[src/rtl/pe2ddr_pkg.sv]
// Shared parameters and types for the accum-buffer to DDR write-back path.
package pe2ddr_pkg;
  localparam int PE_NUM     = 32;
  localparam int BUF_DEPTH  = 256;
  localparam int DATA_W     = 16;
  localparam int BATCH      = 2;
  localparam int DDR_W      = 64;
  localparam int DDR_ADDR_W = 32;
  localparam int BURST_W    = 8;
  localparam int PIX_W      = DATA_W * BATCH;
  localparam int PACK_R     = DDR_W / PIX_W;
  localparam int ROW_W      = $clog2(BUF_DEPTH);
  localparam int PE_W       = $clog2(PE_NUM);
  localparam int FIFO_DEPTH = 4;
  localparam int FIFO_AW    = $clog2(FIFO_DEPTH);
  localparam int PACK_CW    = $clog2(PACK_R + 1);

  typedef logic [PIX_W-1:0] pix_t;
  typedef enum logic [2:0] {IDLE, SEEK, ADDR, DATA, DRAIN} pe2ddr_state_e;

  typedef struct packed {
    logic [DDR_ADDR_W-1:0] step;
    logic [ROW_W-1:0]      pix;
    logic [PE_NUM-1:0]     mask;
  } pe2ddr_cfg_t;
endpackage

[src/rtl/pe2ddr_fifo.sv]
// Small show-ahead FIFO between the buffer read port and the beat packer.
module pe2ddr_fifo
  import pe2ddr_pkg::*;
(
  input  logic             clk,
  input  logic             rst_n,
  input  logic             wr_en,
  input  pix_t             wr_data,
  input  logic             rd_en,
  output pix_t             rd_data,
  output logic [FIFO_AW:0] count
);
  pix_t mem [FIFO_DEPTH];
  logic [FIFO_AW-1:0] wptr, rptr;

  always_ff @(posedge clk or negedge rst_n) begin
    if (!rst_n) begin
      wptr  <= '0;
      rptr  <= '0;
      count <= '0;
    end else begin
      if (wr_en) wptr <= wptr + 1'b1;
      if (rd_en) rptr <= rptr + 1'b1;
      case ({wr_en, rd_en})
        2'b10:   count <= count + 1'b1;
        2'b01:   count <= count - 1'b1;
        default: count <= count;
      endcase
    end
  end

  always_ff @(posedge clk) begin
    if (wr_en) mem[wptr] <= wr_data;
  end

  assign rd_data = mem[rptr];
endmodule

[src/rtl/pe2ddr.sv]
// Drains selected PE accum buffers to DDR: one address burst per PE, rows packed PACK_R per beat.
module pe2ddr
  import pe2ddr_pkg::*;
(
  input  logic                      clk,
  input  logic                      rst,
  input  logic                      start,
  output logic                      done,
  output logic                      busy,
  input  logic [DDR_ADDR_W-1:0]     conf_st_addr,
  input  logic [DDR_ADDR_W-1:0]     conf_step,
  input  logic [ROW_W-1:0]          conf_pix_num,
  input  logic [PE_NUM-1:0]         conf_mask,
  output logic [ROW_W-1:0]          abuf_rd_addr,
  output logic [PE_NUM-1:0]         abuf_rd_en,
  input  logic [PE_NUM*PIX_W-1:0]   abuf_rd_data,
  output logic [DDR_ADDR_W-1:0]     ddr_addr,
  output logic [BURST_W-1:0]        ddr_size,
  output logic                      ddr_addr_valid,
  input  logic                      ddr_addr_ready,
  output logic [DDR_W-1:0]          ddr_data,
  output logic                      ddr_valid,
  input  logic                      ddr_ready,
  output logic                      ddr_last
);
  pe2ddr_state_e state, state_nxt;
  pe2ddr_cfg_t   cfg;
  logic [DDR_ADDR_W-1:0] addr_q;
  logic [PE_W:0]         pe_ptr;
  logic [PE_W-1:0]       pe_sel, seek_pe, rd_pe;
  logic [PE_NUM-1:0]     cand;
  logic                  seek_hit;
  logic [ROW_W-1:0]      row;
  logic                  rd_vld, rd_issue, rd_last;
  logic [FIFO_AW+1:0]    occ;
  pix_t                  fifo_dout;
  logic [FIFO_AW:0]      fifo_cnt;
  logic                  fifo_pop, beat_acc, drained, done_q;
  logic [PACK_CW-1:0]    pack_cnt;
  logic [BURST_W-1:0]    beat_cnt, burst_len;

  // Lowest set mask bit at or above pe_ptr; a shift by PE_NUM clears everything.
  always_comb begin
    cand    = cfg.mask & ({PE_NUM{1'b1}} << pe_ptr);
    seek_pe = '0;
    for (int i = PE_NUM - 1; i >= 0; i--)
      if (cand[i]) seek_pe = PE_W'(i);
  end
  assign seek_hit  = |cand;
  assign burst_len = BURST_W'(cfg.pix / ROW_W'(PACK_R));

  // In-flight read counts against FIFO space so a late write can never overflow it.
  assign occ      = {1'b0, fifo_cnt} + {{(FIFO_AW+1){1'b0}}, rd_vld};
  assign rd_issue = (state == DATA) && (occ < (FIFO_AW+2)'(FIFO_DEPTH));
  assign rd_last  = rd_issue && (row == cfg.pix - 1'b1);

  assign ddr_valid = (pack_cnt == PACK_CW'(PACK_R));
  assign beat_acc  = ddr_valid && ddr_ready;
  assign fifo_pop  = (fifo_cnt != '0) && (!ddr_valid || beat_acc);
  assign ddr_last  = ddr_valid && (beat_cnt == burst_len - 1'b1);
  assign drained   = (fifo_cnt == '0) && !rd_vld && (pack_cnt == '0);
  assign done      = done_q;
  assign busy      = (state != IDLE);

  always_ff @(posedge clk or negedge rst) begin
    if (!rst) state <= IDLE;
    else      state <= state_nxt;
  end

  always_comb begin
    state_nxt = state;
    case (state)
      IDLE:  if (start) state_nxt = SEEK;
      SEEK:  state_nxt = (!seek_hit || cfg.pix == '0) ? DRAIN : ADDR;
      ADDR:  if (ddr_addr_ready) state_nxt = DATA;
      DATA:  if (rd_last) state_nxt = SEEK;
      DRAIN: if (drained) state_nxt = IDLE;
      default: state_nxt = IDLE;
    endcase
  end

  always_comb begin
    ddr_addr_valid = 1'b0;
    ddr_addr       = '0;
    ddr_size       = '0;
    abuf_rd_en     = '0;
    abuf_rd_addr   = '0;
    if (state == ADDR) begin
      ddr_addr_valid = 1'b1;
      ddr_addr       = addr_q;
      ddr_size       = burst_len;
    end
    if (rd_issue) begin
      abuf_rd_en[pe_sel] = 1'b1;
      abuf_rd_addr       = row;
    end
  end

  always_ff @(posedge clk or negedge rst) begin
    if (!rst) begin
      cfg    <= '0;
      addr_q <= '0;
      pe_ptr <= '0;
      pe_sel <= '0;
      rd_pe  <= '0;
      row    <= '0;
      rd_vld <= 1'b0;
      done_q <= 1'b0;
    end else begin
      rd_vld <= rd_issue;
      done_q <= (state == DRAIN) && drained;
      if (rd_issue) rd_pe <= pe_sel;
      case (state)
        IDLE: if (start) begin
          cfg    <= '{step: conf_step, pix: conf_pix_num, mask: conf_mask};
          addr_q <= conf_st_addr;
          pe_ptr <= '0;
        end
        SEEK: if (seek_hit) pe_sel <= seek_pe;
        ADDR: if (ddr_addr_ready) begin
          addr_q <= addr_q + cfg.step;
          row    <= '0;
        end
        DATA: if (rd_issue) begin
          row <= row + 1'b1;
          if (rd_last) pe_ptr <= {1'b0, pe_sel} + 1'b1;
        end
        default: ;
      endcase
    end
  end

  // Pack register refills in the same cycle a beat is accepted.
  always_ff @(posedge clk or negedge rst) begin
    if (!rst) begin
      ddr_data <= '0;
      pack_cnt <= '0;
      beat_cnt <= '0;
    end else begin
      if (fifo_pop) begin
        if (beat_acc) begin
          ddr_data[PIX_W-1:0] <= fifo_dout;
          pack_cnt            <= PACK_CW'(1);
        end else begin
          ddr_data[pack_cnt*PIX_W +: PIX_W] <= fifo_dout;
          pack_cnt                          <= pack_cnt + 1'b1;
        end
      end else if (beat_acc) begin
        pack_cnt <= '0;
      end
      if (beat_acc) beat_cnt <= ddr_last ? '0 : beat_cnt + 1'b1;
    end
  end

  pe2ddr_fifo u_fifo (
    .clk     (clk),
    .rst_n   (rst),
    .wr_en   (rd_vld),
    .wr_data (abuf_rd_data[rd_pe*PIX_W +: PIX_W]),
    .rd_en   (fifo_pop),
    .rd_data (fifo_dout),
    .count   (fifo_cnt)
  );
endmodule

[config.mk]
export PLATFORM = sky130hd
export DESIGN_NAME = pe2ddr
export DESIGN_NICKNAME = d
export VERILOG_FILES = /design/src/rtl/pe2ddr_pkg.sv /design/src/rtl/pe2ddr_fifo.sv /design/src/rtl/pe2ddr.sv
export SDC_FILE = /design/constraint.sdc
export NUM_CORES = 1
export LEC_CHECK = 0
export BUFFER_PORTS_ARGS = -buffer_cell sky130_fd_sc_hd__buf_2
export CAP_MARGIN = 5
export CORE_AREA = 10 10 488 490
export CTS_CLUSTER_DIAMETER = 60
export DETAILED_ROUTE_END_ITERATION = 8
export DIE_AREA = 0 0 498 500
export SLEW_MARGIN = 10
export SYNTH_ARGS = -nofsm -noshare
export SYNTH_HDL_FRONTEND = slang
export SYNTH_SLANG_ARGS = --single-unit
[constraint.sdc]
create_clock -name clk -period 2.64 [get_ports clk]
set_clock_uncertainty 0.15 [all_clocks]
set_input_delay 0.66 -clock clk [delete_from_list [all_inputs] [get_ports clk]]
set_output_delay 0.66 -clock clk [all_outputs]
set_load 0.05 [all_outputs]
==> results.yml <==
power:
  p_leak_nw: 17.80
  vdd_drop_max_v: 0.0005342
  power.density_nw_per_um2: 1252
setup_path:
  reg2reg_setup_slack_ns: -0.30
  path_class: "register to output port"
  cp.required_ns: 1.83
  critical_path_arrival_ns: 2.46
  reg2reg_to: "u_fifo.mem[1][0]"
  r2r_start: "rd_pe[0]"
  start_kind: "register"
  cp_max_fo: 8
  crit_path_end_kind: "output port"
  ff2ff_path_depth: 7
  worstSetupEndpoint: "abuf_rd_en[27]"
  cp-startpoint: "state[2]"
clocking:
  path_clk_slew_ns: 0.06
  htree_levels: 2
  cts_buffer_depth: 3
  cts_buffers: 52
  cts_tree: "yes"
  cts-root-buf: "clkbuf_16"
  clkLatencyLatePin_ns: 0.69
  cts_sinks: 342
routing:
  drtIter0Drc: 2290
  drt-wirelength-per-cell_um: 35.16
  vias_per_cell: 4.019
  wl_um: 234900
  drt_first_pass_iters: 6
  dr_total_vias: 26858
  antenna_left: 0
  drcViolationCount: 0
yosys:
  synth.yosys.seq_area_share_pct: 37.52
  syn-num-nets: 3171
  syn_avg_cell_area_um2: 12.33
  synth-main-ff-cell: "dfrtp_1"
  synth_edf_count: 128
  synthesis.area_um2: 24510
  ys_types: 71
  synth_seq_cells: 342
  async_flop_share_pct: 62.57
  yosysWarningCount: 0
  netlist_instances: 1988
die:
  die_h_um: 500
  initial_core_util_pct: 10.72
  core_area_um2: 228600
  die_w_um: 498
  io_pins: 1282
  rows: 176
  dieArea_um2: 249000
grt:
  grt-ovfl-total: 0
  grt_pass1_vias: 27368
  gr-usage-all-layers_pct: 17.94
  grt_max_degree: 89
  grt_pass1_wl_um: 295800
  antenna_found_initial: 194
layout:
  fillerInstances: 25246
  final_util_pct: 18.35
  register_area_um2: 9226
  finalNetCount: 4720
  area_growth_pct: 71.07
  layout_common_cells: "buf_2 (1197), mux4_2 (352), nand2_1 (298)"
  multi_input_area_um2: 15580
  drive_gt1_share_pct: 63.41
  final_common_cell: "buf_2"
hold_path:
  hp-class: "input port to register"
  worstHoldPathCells: 3
timing:
  slew_viol_final: 0
  fin_ws_ns: -0.6276
  fin_setup_tns_ns: -58.20
  hold_viol: 0
  finalSetupViolCount: 220
  rsz0062_at_grt: "yes"
  fmax_ghz: 0.3060
  slew_headroom_pct: 48.55
  final.min_clock_period_ns: 3.268
  worstMarginPinSlew_ns: 0.7699
  finalCritPeriodShare_pct: 123.8
placed_design:
  port_buffers: 1280
  gp_congestion: 1.006
  post-place-ws_ns: -0.4079
  hpwl_um: 207600
run_status:
  failed_checks: "setup timing"
  status: "complete, but fails checks"
job:
  drv_cap: 0
layout make-up:
class / count / area share [%]
Clock inverter: 32 / 0.7190
Sequential cell: 342 / 22.00
Timing Repair Buffer: 1654 / 26.93
Inverter: 37 / 0.3908
Multi-Input combinational cell: 1450 / 37.14
Tap cell: 3026 / 9.028
Clock buffer: 65 / 3.341
Antenna cell: 76 / 0.4535
synthesized netlist by cell type (5+ instances only):
cell	count	area share [%]
mux4_2	352	32
a211oi_1	8	0.24
o21ai_0	38	0.78
a22o_1	66	2.4
mux2_2	34	1.6
nand2_1	306	4.7
a21oi_1	80	1.6
o31ai_1	7	0.21
a31oi_1	18	0.46
inv_2	7	0.11
mux2i_1	5	0.20
xnor2_1	37	1.3
o21ai_1	50	1.0
nand4_1	12	0.31
xor2_1	23	0.82
nor3_1	24	0.49
o211ai_1	6	0.18
nor2_1	119	1.8
dfrtp_1	214	22
clkbuf_1	112	1.7
a21o_1	13	0.40
or3_1	9	0.23
nor2b_1	5	0.13
buf_2	33	0.67
o21bai_1	7	0.21
inv_1	30	0.46
and2_1	16	0.41
ha_1	48	2.4
and3_1	55	1.4
nand3_1	39	0.80
edfxtp_1	128	16
buf_1	12	0.18
o21a_1	13	0.40
timing repair:
item	CTS	global route
pin swaps	63	53
buffers inserted	37	41
endpoints found under the hold margin	81	0
gates resized for setup	374	111
gates cloned	10	4
endpoints found under the setup margin	232	243
hold buffers	37	0
kinds of logic after synthesis:
family,share of synthesized area (%)
AO/OA/AOI/OAI,9.223
XOR/XNOR,2.144
adder cells (fa/ha/maj),2.654
buffers and inverters,3.215
flip-flops,37.52
multiplexers,34.10
other,0.01530
AND/OR/NAND/NOR,11.12
critical path, stage by stage, from the launching register on:
cell and delay (ns):
dfrtp_1 0.38, and2b_4 0.27, nand2_4 0.06, or3_4 0.41
clkinv_8 0.10, nand2_4 0.05, buf_12 0.15, nor2_4 0.15
buf_8 0.17
worst min-delay path by stage:
stage,start,end,slack (ns)
floorplan,rst,addr_q[0],0.21
global placement,cfg[43],cfg[43],0.32
finish,conf_step[3],cfg[43],0.07
detailed placement,cfg[52],cfg[52],0.32
global route,conf_mask[27],cfg[27],0.03
CTS,conf_mask[27],cfg[27],0.002
state kept, by name, indices dropped and copies added, names as in the netlist, 3 cells and up:
register / count
addr_q: 32
beat_cnt: 8
cfg: 72
ddr_data: 64
pe_ptr: 6
pe_sel: 5
rd_pe: 5
row: 8
state: 3
u_fifo.count: 3
u_fifo.mem: 128
through the flow:
step | hold slack (ns) | total power [mW] | std cells | cell area (um2)
2_1_floorplan | 0.2144 | 27.48 | 1988 | 24760
3_3_place_gp | 0.3180 | 41.37 | 6394 | 36980
3_5_place_dp | 0.3237 | 41.68 | 6394 | 36980
4_1_cts | 0.002266 | 52.28 | 6570 | 41030
5_1_grt | 0.03146 | 55.36 | 6658 | 41880
6_report | 0.06575 | 52.52 | 6682 | 41940
report_power, final:
| group | total, mW | leakage (nW) | internal, mW | switching [mW] |
|---|---|---|---|---|
| Combinational | 36.1 | 13.1 | 16.2 | 19.9 |
| Sequential | 9.54 | 3.87 | 8.02 | 1.52 |
| Clock | 6.85 | 0.834 | 3.87 | 2.97 |
per-layer routing:
layer	global-route usage [%]	wire length, um	vias to the layer above	part of all wire [%]
li1	-	-	11011	-
met1	20.30	86940	13626	37
met2	33.06	121100	1680	52
met3	4.619	17120	475	7.3
met4	5.140	9375	66	4.0
met5	0	427	-	0.18
Note: power is estimated with default switching activity, not from simulation.
